--- config.mk ---
export PLATFORM = sky130hd
export DESIGN_NAME = atconv_pool_p
export DESIGN_NICKNAME = d
export VERILOG_FILES = /design/src/rtl/atconv_pkg.sv /design/src/rtl/atconv_tap_gen.sv /design/src/rtl/atconv_pool_p.sv
export SDC_FILE = /design/constraint.sdc
export NUM_CORES = 1
export LEC_CHECK = 0
export BUFFER_PORTS_ARGS = -buffer_cell sky130_fd_sc_hd__buf_2
export CORE_MARGIN = 3
export CORE_UTILIZATION = 35
export CTS_CLUSTER_DIAMETER = 60
export DETAILED_ROUTE_END_ITERATION = 10
export PLACE_DENSITY_LB_ADDON = 0.12
export SKIP_CTS_REPAIR_TIMING = 1
export SLEW_MARGIN = 15
export SYNTH_ARGS = -nofsm -noshare
export SYNTH_HDL_FRONTEND = slang
export SYNTH_SLANG_ARGS = --single-unit
--- constraint.sdc ---
create_clock -name clk -period 9.02 [get_ports clk]
set_input_delay 0.902 -clock clk [delete_from_list [all_inputs] [get_ports clk]]
set_output_delay 0.902 -clock clk [all_outputs]
set_load 0.05 [all_outputs]
--- src/rtl/atconv_pkg.sv ---
// Shared types and arithmetic helpers for the dilated-conv + max-pool engine.
package atconv_pkg;

    typedef enum logic [2:0] {
        IDLE,
        CONV_RD,
        CONV_CALC,
        CONV_WR,
        POOL_RD,
        POOL_WR,
        DONE
    } state_t;

    // Tap issue order: TL,T,TR,L,C,R,BL,B,BR
    localparam logic [3:0] TAP_TL = 4'd0;
    localparam logic [3:0] TAP_T  = 4'd1;
    localparam logic [3:0] TAP_TR = 4'd2;
    localparam logic [3:0] TAP_L  = 4'd3;
    localparam logic [3:0] TAP_C  = 4'd4;
    localparam logic [3:0] TAP_R  = 4'd5;
    localparam logic [3:0] TAP_BL = 4'd6;
    localparam logic [3:0] TAP_B  = 4'd7;
    localparam logic [3:0] TAP_BR = 4'd8;

    localparam logic [3:0] CONV_LAST_STEP = 4'd9;
    localparam logic [3:0] POOL_LAST_STEP = 4'd4;

    // ReLU followed by clamp to the largest positive dw-bit value
    function automatic logic [31:0] relu_sat(input logic signed [31:0] acc, input int dw);
        logic signed [31:0] top;
        top = (32'sd1 <<< (dw - 1)) - 32'sd1;
        if (acc < 32'sd0)
            return 32'd0;
        if (acc > top)
            return top;
        return acc;
    endfunction

    // Round a non-negative fixed-point value up to the next integer, clamped to the largest integer
    function automatic logic [31:0] ceil_round(input logic [31:0] v, input int dw, input int frac);
        logic [31:0] mask;
        logic [31:0] top;
        logic [31:0] up;
        mask = (32'd1 << frac) - 32'd1;
        top  = ((32'd1 << (dw - 1)) - 32'd1) & ~mask;
        if ((v & mask) == 32'd0)
            return v;
        up = (v & ~mask) + (32'd1 << frac);
        return (up > top) ? top : up;
    endfunction

endpackage

--- src/rtl/atconv_tap_gen.sv ---
// Combinational tap address generator: dilated offset, clamp to image, zero-pad mask.
module atconv_tap_gen
    import atconv_pkg::*;
#(
    parameter  int IMG_W = 64,
    parameter  int DIL   = 2,
    localparam int LW    = $clog2(IMG_W),
    localparam int AW    = 2 * LW
) (
    input  logic [LW-1:0] r,
    input  logic [LW-1:0] c,
    input  logic [3:0]    tap,
    input  logic          pad_mode,
    output logic [AW-1:0] addr,
    output logic          zero_mask
);

    localparam int DIL_I = DIL;
    localparam int MAX_I = IMG_W - 1;
    localparam logic signed [LW+1:0] DIL_S = DIL_I[LW+1:0];
    localparam logic signed [LW+1:0] MAX_S = MAX_I[LW+1:0];

    logic signed [LW+1:0] off   [2];
    logic signed [LW+1:0] coord [2];
    logic        [LW-1:0] clamped [2];
    logic                 oob   [2];

    always_comb begin
        off[0] = '0;
        off[1] = '0;
        case (tap)
            TAP_TL, TAP_T, TAP_TR: off[0] = -DIL_S;
            TAP_BL, TAP_B, TAP_BR: off[0] = DIL_S;
            default: ;
        endcase
        case (tap)
            TAP_TL, TAP_L, TAP_BL: off[1] = -DIL_S;
            TAP_TR, TAP_R, TAP_BR: off[1] = DIL_S;
            default: ;
        endcase
    end

    assign coord[0] = $signed({2'b00, r}) + off[0];
    assign coord[1] = $signed({2'b00, c}) + off[1];

    // Index 0 is the row axis, index 1 the column axis
    for (genvar gi = 0; gi < 2; gi++) begin : g_clamp
        assign oob[gi]     = (coord[gi] < 0) || (coord[gi] > MAX_S);
        assign clamped[gi] = (coord[gi] < 0)     ? '0 :
                             (coord[gi] > MAX_S) ? MAX_S[LW-1:0] :
                                                   coord[gi][LW-1:0];
    end

    assign addr      = {clamped[0], clamped[1]};
    assign zero_mask = pad_mode & (oob[0] | oob[1]);

endmodule

--- src/rtl/atconv_pool_p.sv ---
// Dilated 3x3 high-pass conv (bias, ReLU, saturate) into layer0, then 2x2 ceil max-pool into layer1.
// Optional ATCONV_PERF_EN adds a busy-cycle counter output cycle_cnt.
module atconv_pool_p
    import atconv_pkg::*;
#(
    parameter  int IMG_W = 64,
    parameter  int DW    = 13,
    parameter  int FRAC  = 4,
    parameter  int DIL   = 2,
    parameter  int BIAS  = 12,
    localparam int LW    = $clog2(IMG_W),
    localparam int AW    = 2 * LW
) (
    input  logic          clk,
    input  logic          reset,
    input  logic          ready,
    input  logic          pad_mode,
    output logic          busy,
    output logic [AW-1:0] iaddr,
    input  logic [DW-1:0] idata,
    output logic          cwr,
    output logic [AW-1:0] caddr_wr,
    output logic [DW-1:0] cdata_wr,
    output logic          crd,
    output logic [AW-1:0] caddr_rd,
    input  logic [DW-1:0] cdata_rd,
    output logic          csel
`ifdef ATCONV_PERF_EN
    ,
    output logic [31:0]   cycle_cnt
`endif
);

    localparam int ACC_W = DW + 4;
    localparam int PW    = LW - 1;
    localparam logic [LW-1:0] PIX_MAX  = '1;
    localparam logic [PW-1:0] POOL_MAX = '1;

    state_t state_reg, state_next;
    logic                    pad_reg, busy_reg, busy_next, mask_d_reg, start;
    logic [LW-1:0]           r_reg, r_next, c_reg, c_next;
    logic [3:0]              step_reg, step_next, tap_d;
    logic signed [ACC_W-1:0] acc_reg, acc_next, tap_val, contrib;
    logic [DW-1:0]           max_reg, max_next, rd_max, cdata_wr_reg;
    logic                    cwr_reg, csel_reg;
    logic [AW-1:0]           caddr_wr_reg, iaddr_hold_reg, caddr_rd_hold_reg;
    logic [AW-1:0]           tap_addr, pool_rd_addr;
    logic                    tap_zero;

    atconv_tap_gen #(.IMG_W(IMG_W), .DIL(DIL)) u_tap_gen (
        .r         (r_reg),
        .c         (c_reg),
        .tap       (step_reg),
        .pad_mode  (pad_reg),
        .addr      (tap_addr),
        .zero_mask (tap_zero)
    );

    assign start = (state_reg == IDLE) && ready && !busy_reg;

    always_comb begin
        state_next = state_reg;
        case (state_reg)
            IDLE:      if (start) state_next = CONV_RD;
            CONV_RD:   if (step_reg == CONV_LAST_STEP) state_next = CONV_CALC;
            CONV_CALC: state_next = CONV_WR;
            CONV_WR:   state_next = (r_reg == PIX_MAX && c_reg == PIX_MAX) ? POOL_RD : CONV_RD;
            POOL_RD:   if (step_reg == POOL_LAST_STEP) state_next = POOL_WR;
            POOL_WR:   state_next = (r_reg[PW-1:0] == POOL_MAX && c_reg[PW-1:0] == POOL_MAX) ? DONE : POOL_RD;
            DONE:      state_next = IDLE;
            default:   state_next = IDLE;
        endcase
    end

    // busy stays up through DONE and the first IDLE cycle; that IDLE cycle also masks ready
    always_comb begin
        busy_next = 1'b1;
        if (state_reg == IDLE)
            busy_next = start;

        step_next = 4'd0;
        if ((state_reg == CONV_RD || state_reg == POOL_RD) && state_next == state_reg)
            step_next = step_reg + 4'd1;

        r_next = r_reg;
        c_next = c_reg;
        if (start) begin
            r_next = '0;
            c_next = '0;
        end else if (state_reg == CONV_WR) begin
            c_next = c_reg + LW'(1);
            if (c_reg == PIX_MAX)
                r_next = r_reg + LW'(1);
        end else if (state_reg == POOL_WR) begin
            if (c_reg[PW-1:0] == POOL_MAX) begin
                c_next = '0;
                r_next = (r_reg[PW-1:0] == POOL_MAX) ? '0 : r_reg + LW'(1);
            end else begin
                c_next = c_reg + LW'(1);
            end
        end
    end

    // Each tap's data arrives one step after its address, so it is weighted by the previous index
    always_comb begin
        tap_d   = step_reg - 4'd1;
        tap_val = mask_d_reg ? '0 : ACC_W'($signed(idata));
        case (tap_d)
            TAP_TL, TAP_TR, TAP_BL, TAP_BR: contrib = -(tap_val >>> 4);
            TAP_T, TAP_B:                   contrib = -(tap_val >>> 3);
            TAP_L, TAP_R:                   contrib = -(tap_val >>> 2);
            TAP_C:                          contrib = tap_val;
            default:                        contrib = '0;
        endcase
        acc_next = acc_reg;
        if (state_reg == CONV_RD)
            acc_next = (step_reg == 4'd0) ? '0 : acc_reg + contrib;

        rd_max   = (cdata_rd > max_reg) ? cdata_rd : max_reg;
        max_next = max_reg;
        if (state_reg == POOL_RD) begin
            if (step_reg == 4'd1)
                max_next = cdata_rd;
            else if (step_reg > 4'd1)
                max_next = rd_max;
        end
    end

    assign pool_rd_addr = {r_reg[PW-1:0], step_reg[1], c_reg[PW-1:0], step_reg[0]};
    assign iaddr    = (state_reg == CONV_RD && step_reg < CONV_LAST_STEP) ? tap_addr : iaddr_hold_reg;
    assign crd      = (state_reg == POOL_RD && step_reg < POOL_LAST_STEP);
    assign caddr_rd = crd ? pool_rd_addr : caddr_rd_hold_reg;

    always_ff @(posedge clk or negedge reset) begin
        if (!reset) begin
            state_reg         <= IDLE;
            busy_reg          <= 1'b0;
            pad_reg           <= 1'b0;
            step_reg          <= '0;
            r_reg             <= '0;
            c_reg             <= '0;
            acc_reg           <= '0;
            max_reg           <= '0;
            mask_d_reg        <= 1'b0;
            iaddr_hold_reg    <= '0;
            caddr_rd_hold_reg <= '0;
            cwr_reg           <= 1'b0;
            csel_reg          <= 1'b0;
            caddr_wr_reg      <= '0;
            cdata_wr_reg      <= '0;
        end else begin
            state_reg         <= state_next;
            busy_reg          <= busy_next;
            step_reg          <= step_next;
            r_reg             <= r_next;
            c_reg             <= c_next;
            acc_reg           <= acc_next;
            max_reg           <= max_next;
            mask_d_reg        <= tap_zero;
            iaddr_hold_reg    <= iaddr;
            caddr_rd_hold_reg <= caddr_rd;
            if (start)
                pad_reg <= pad_mode;
            // Write strobe, address and data are registered one cycle ahead of the write state
            if (state_next == CONV_WR) begin
                cwr_reg      <= 1'b1;
                csel_reg     <= 1'b0;
                caddr_wr_reg <= {r_reg, c_reg};
                cdata_wr_reg <= DW'(relu_sat(32'(acc_reg) - 32'(BIAS), DW));
            end else if (state_next == POOL_WR) begin
                cwr_reg      <= 1'b1;
                csel_reg     <= 1'b1;
                caddr_wr_reg <= AW'({r_reg[PW-1:0], c_reg[PW-1:0]});
                cdata_wr_reg <= DW'(ceil_round(32'(rd_max), DW, FRAC));
            end else begin
                cwr_reg <= 1'b0;
                if (state_next == POOL_RD)
                    csel_reg <= 1'b0;
            end
        end
    end

`ifdef ATCONV_PERF_EN
    logic [31:0] cycle_cnt_reg;
    always_ff @(posedge clk or negedge reset) begin
        if (!reset)
            cycle_cnt_reg <= '0;
        else if (start)
            cycle_cnt_reg <= '0;
        else if (busy_reg)
            cycle_cnt_reg <= cycle_cnt_reg + 32'd1;
    end
    assign cycle_cnt = cycle_cnt_reg;
`endif

    assign busy     = busy_reg;
    assign cwr      = cwr_reg;
    assign csel     = csel_reg;
    assign caddr_wr = caddr_wr_reg;
    assign cdata_wr = cdata_wr_reg;

endmodule

==> impl_metrics.json <==
{
  "status": "finished, final reports clean",
  "multi_input_area_um2": 4790,
  "crit_required_ps": 8120,
  "viasPerCell": 5.33,
  "period_share_pct": 58.3,
  "max_stage_delay_ps": 570,
  "path_buf_inv": 2,
  "cts_tree": "built",
  "synth.avg_cell_area_um2": 8.63,
  "n_antenna_cell": 0,
  "setup_viol": 0,
  "arrival_ps": 4350,
  "drc": 0,
  "ff2ff_setup_slack_ps": 4230,
  "overflow": 0,
  "synth_edf_count": 0,
  "reg2reg_from": "step_reg[0]",
  "finalPower_mw": 1.16,
  "die-area_um2": 23700,
  "skew_ps": 6.15,
  "holdPathEnd": "iaddr_hold_reg[5]",
  "crit_type": "register to output pin",
  "dieWidth_um": 154,
  "leakage_nw": 4.08,
  "hold_path.startpoint": "iaddr_hold_reg[5]",
  "tightest_slew_ps": 880,
  "finalSetupTns_ps": 0,
  "timing.hold.ws_ps": 466,
  "grt_usage_pct": 17.3,
  "drive_gt1_share_pct": 15.6,
  "r2r-end": "acc_reg[14]",
  "rr_worst_depth": 18,
  "rsz0062_at_grt": "no",
  "synth_cells": 889,
  "num_vias": 6580,
  "initial_core_util_pct": 36.1,
  "cp_cell_sequence": "inv_1, ha_1, nor2_1, nor2_1, a21oi_1, nor2_1, ha_1, a21o_1, a21oi_1, nor2b_1, or3_1, a21oi_1, o21ai_0, nand2_1, buf_2",
  "synth.area.top_cells": "dfrtp_1 (34%), ha_1 (9.6%), nand2_1 (5.7%)",
  "max-cap-violations": 0,
  "endpoint_kind": "output pin",
  "io_buffers": 82,
  "drt_iter0_markers": 339,
  "yosysUniqueCellTypes": 67,
  "seq_area_um2": 2580,
  "clk_path_buf_depth": 2,
  "ios": 83,
  "fin_crit_ps": 5250,
  "synthesis.nets": 981,
  "relSlewSlack_pct": 39.6,
  "insertion_delay_ps": 360,
  "design.core.area_um2": 21300,
  "ant_nets": 0,
  "cts_sinks": 103,
  "place_inst": 1218,
  "wl_um": 20800,
  "largest_register_ffs": 17,
  "ys.flop_type": "dfrtp_1",
  "crit_family": "simple AND/OR/NAND/NOR gates",
  "ys_ff_latch": 103,
  "grt_pass1_wl_um": 34000,
  "critPathLaunchType": "register",
  "ctsRootBufferMaster": "clkbuf_16",
  "area_growth_pct": 12.3,
  "synth-seq-area-share_pct": 33.6,
  "row_count": 53,
  "nNetsFinal": 1046,
  "hold_viol": 0,
  "synth_area_leader_cell": "dfrtp_1",
  "htreeDepth": 3,
  "dp_hpwl_um": 15800,
  "ys_async_sr_fraction_pct": 100,
  "grt_antenna_before_repair": 0,
  "synth_warnings": 0,
  "hp-class": "register to register",
  "clkTransAtPathRegs_ps": 80,
  "cp_slowest_cell": "nor2_1",
  "grt_pass1_vias": 6479,
  "hold_path_depth": 2,
  "ir_drop_mv": 0.140,
  "synth_top_area_share_pct": 33.6,
  "die_height_um": 154,
  "max_freq_mhz": 190,
  "grt_max_degree": 62,
  "fillers": 2220,
  "cts_inserted_buffers": 9,
  "drt-pass1-iter-count": 5,
  "post_drt_wl_per_cell_um": 16.9,
  "worst-path-max-fanout": 13,
  "routabilityCongestion": 0.840,
  "p_per_area_nw_per_um2": 135,
  "final_cell_count_no_fill": 1234,
  "maxSlewViolCount": 0,
  "syn-cell-area_um2": 7680
}
-- tightest hold or removal path, cell delays in order (launching register included) --
cell and delay, ps:
dfrtp_1 330, nand2_1 40, nand2_1 60
-- layout by cell type, fill, tap and decap left out, types with 9 or more instances in the layout --
cell	count
nand2_1	116
dfrtp_1	103
o21ai_0	82
buf_2	81
ha_1	59
nor2_1	55
inv_1	45
a21oi_1	44
xnor2_1	31
mux2_2	30
nand3_1	25
nor3_1	20
xor2_1	18
a21o_1	17
nand2b_1	16
a31oi_1	14
nor2b_1	14
mux2i_1	12
and3_1	12
o21bai_1	11
nor4_1	11
o211ai_1	10
clkbuf_16	9
-- power breakdown --
| group | switching, mW | leakage (nW) | internal (mW) | total, mW |
|---|---|---|---|---|
| logic | 0.177 | 2.58 | 0.0702 | 0.248 |
| clock network | 0.198 | 0.146 | 0.202 | 0.400 |
| registers | 0.0229 | 1.36 | 0.489 | 0.512 |
-- metrics by stage --
step / instance area, um^2 / utilization (%) / worst slack, ps
2_1_floorplan: 7680 / - / 4320
3_3_place_gp: 8330 / 39.1 / 4190
3_5_place_dp: 8330 / 39.1 / 4150
4_1_cts: 8620 / 40.5 / 3750
5_1_grt: 8620 / 40.5 / 3350
6_report: 8620 / 40.5 / 3770
-- routing by layer --
layer	GRT usage [%]	share of wire (%)
met1	23.1	48
met2	29.5	48
met3	2.79	3.0
met4	3.57	1.4
met5	0	0
-- synth_stat cells, drive strengths merged (11+ instances only) --
cell    instances
mux2i          12
a21o           18
nor2b          14
clkbuf         24
a21oi          45
o21bai         11
nand2         116
nand3          25
ha             59
inv            45
o21ai          84
nor4           12
mux2           30
dfrtp         103
nor2           55
nor3           21
xnor2          31
nand2b         16
xor2           18
a31oi          14
and3           12
-- final cells by class --
| cell class | instances | area share (%) |
|---|---|---|
| Clock inverter | 6 | 0.639 |
| Multi-Input combinational cell | 708 | 55.5 |
| Timing Repair Buffer | 87 | 5.22 |
| Sequential cell | 103 | 29.9 |
| Tap cell | 275 | 3.99 |
| Clock buffer | 10 | 2.77 |
| Inverter | 45 | 1.96 |
-- cell families (layout without fill, tap and decap cells) --
family          count (synthesis)  in the layout  synth area share [%]
compound gates                245            245                  20.8
xor+xnor                       49             49                  5.59
fa+ha+maj                      62             62                  10.4
buf+inv                        78            148                  4.07
flops                         103            103                  33.6
mux                            42             42                  5.97
simple gates                  310            310                  19.6
-- worst max-delay path by stage --
| stage | startpoint | to | slack [ps] | cells past startpoint |
|---|---|---|---|---|
| floorplan | step_reg[0] | iaddr[10] | 4320 | 13 |
| global placement | step_reg[1] | iaddr[4] | 4190 | 16 |
| detailed placement | step_reg[1] | iaddr[4] | 4150 | 15 |
| CTS | step_reg[1] | iaddr[4] | 3750 | 15 |
| global route | step_reg[0] | iaddr[3] | 3350 | 16 |
| finish | step_reg[0] | iaddr[4] | 3770 | 15 |
Note: power is estimated with default switching activity, not from simulation.
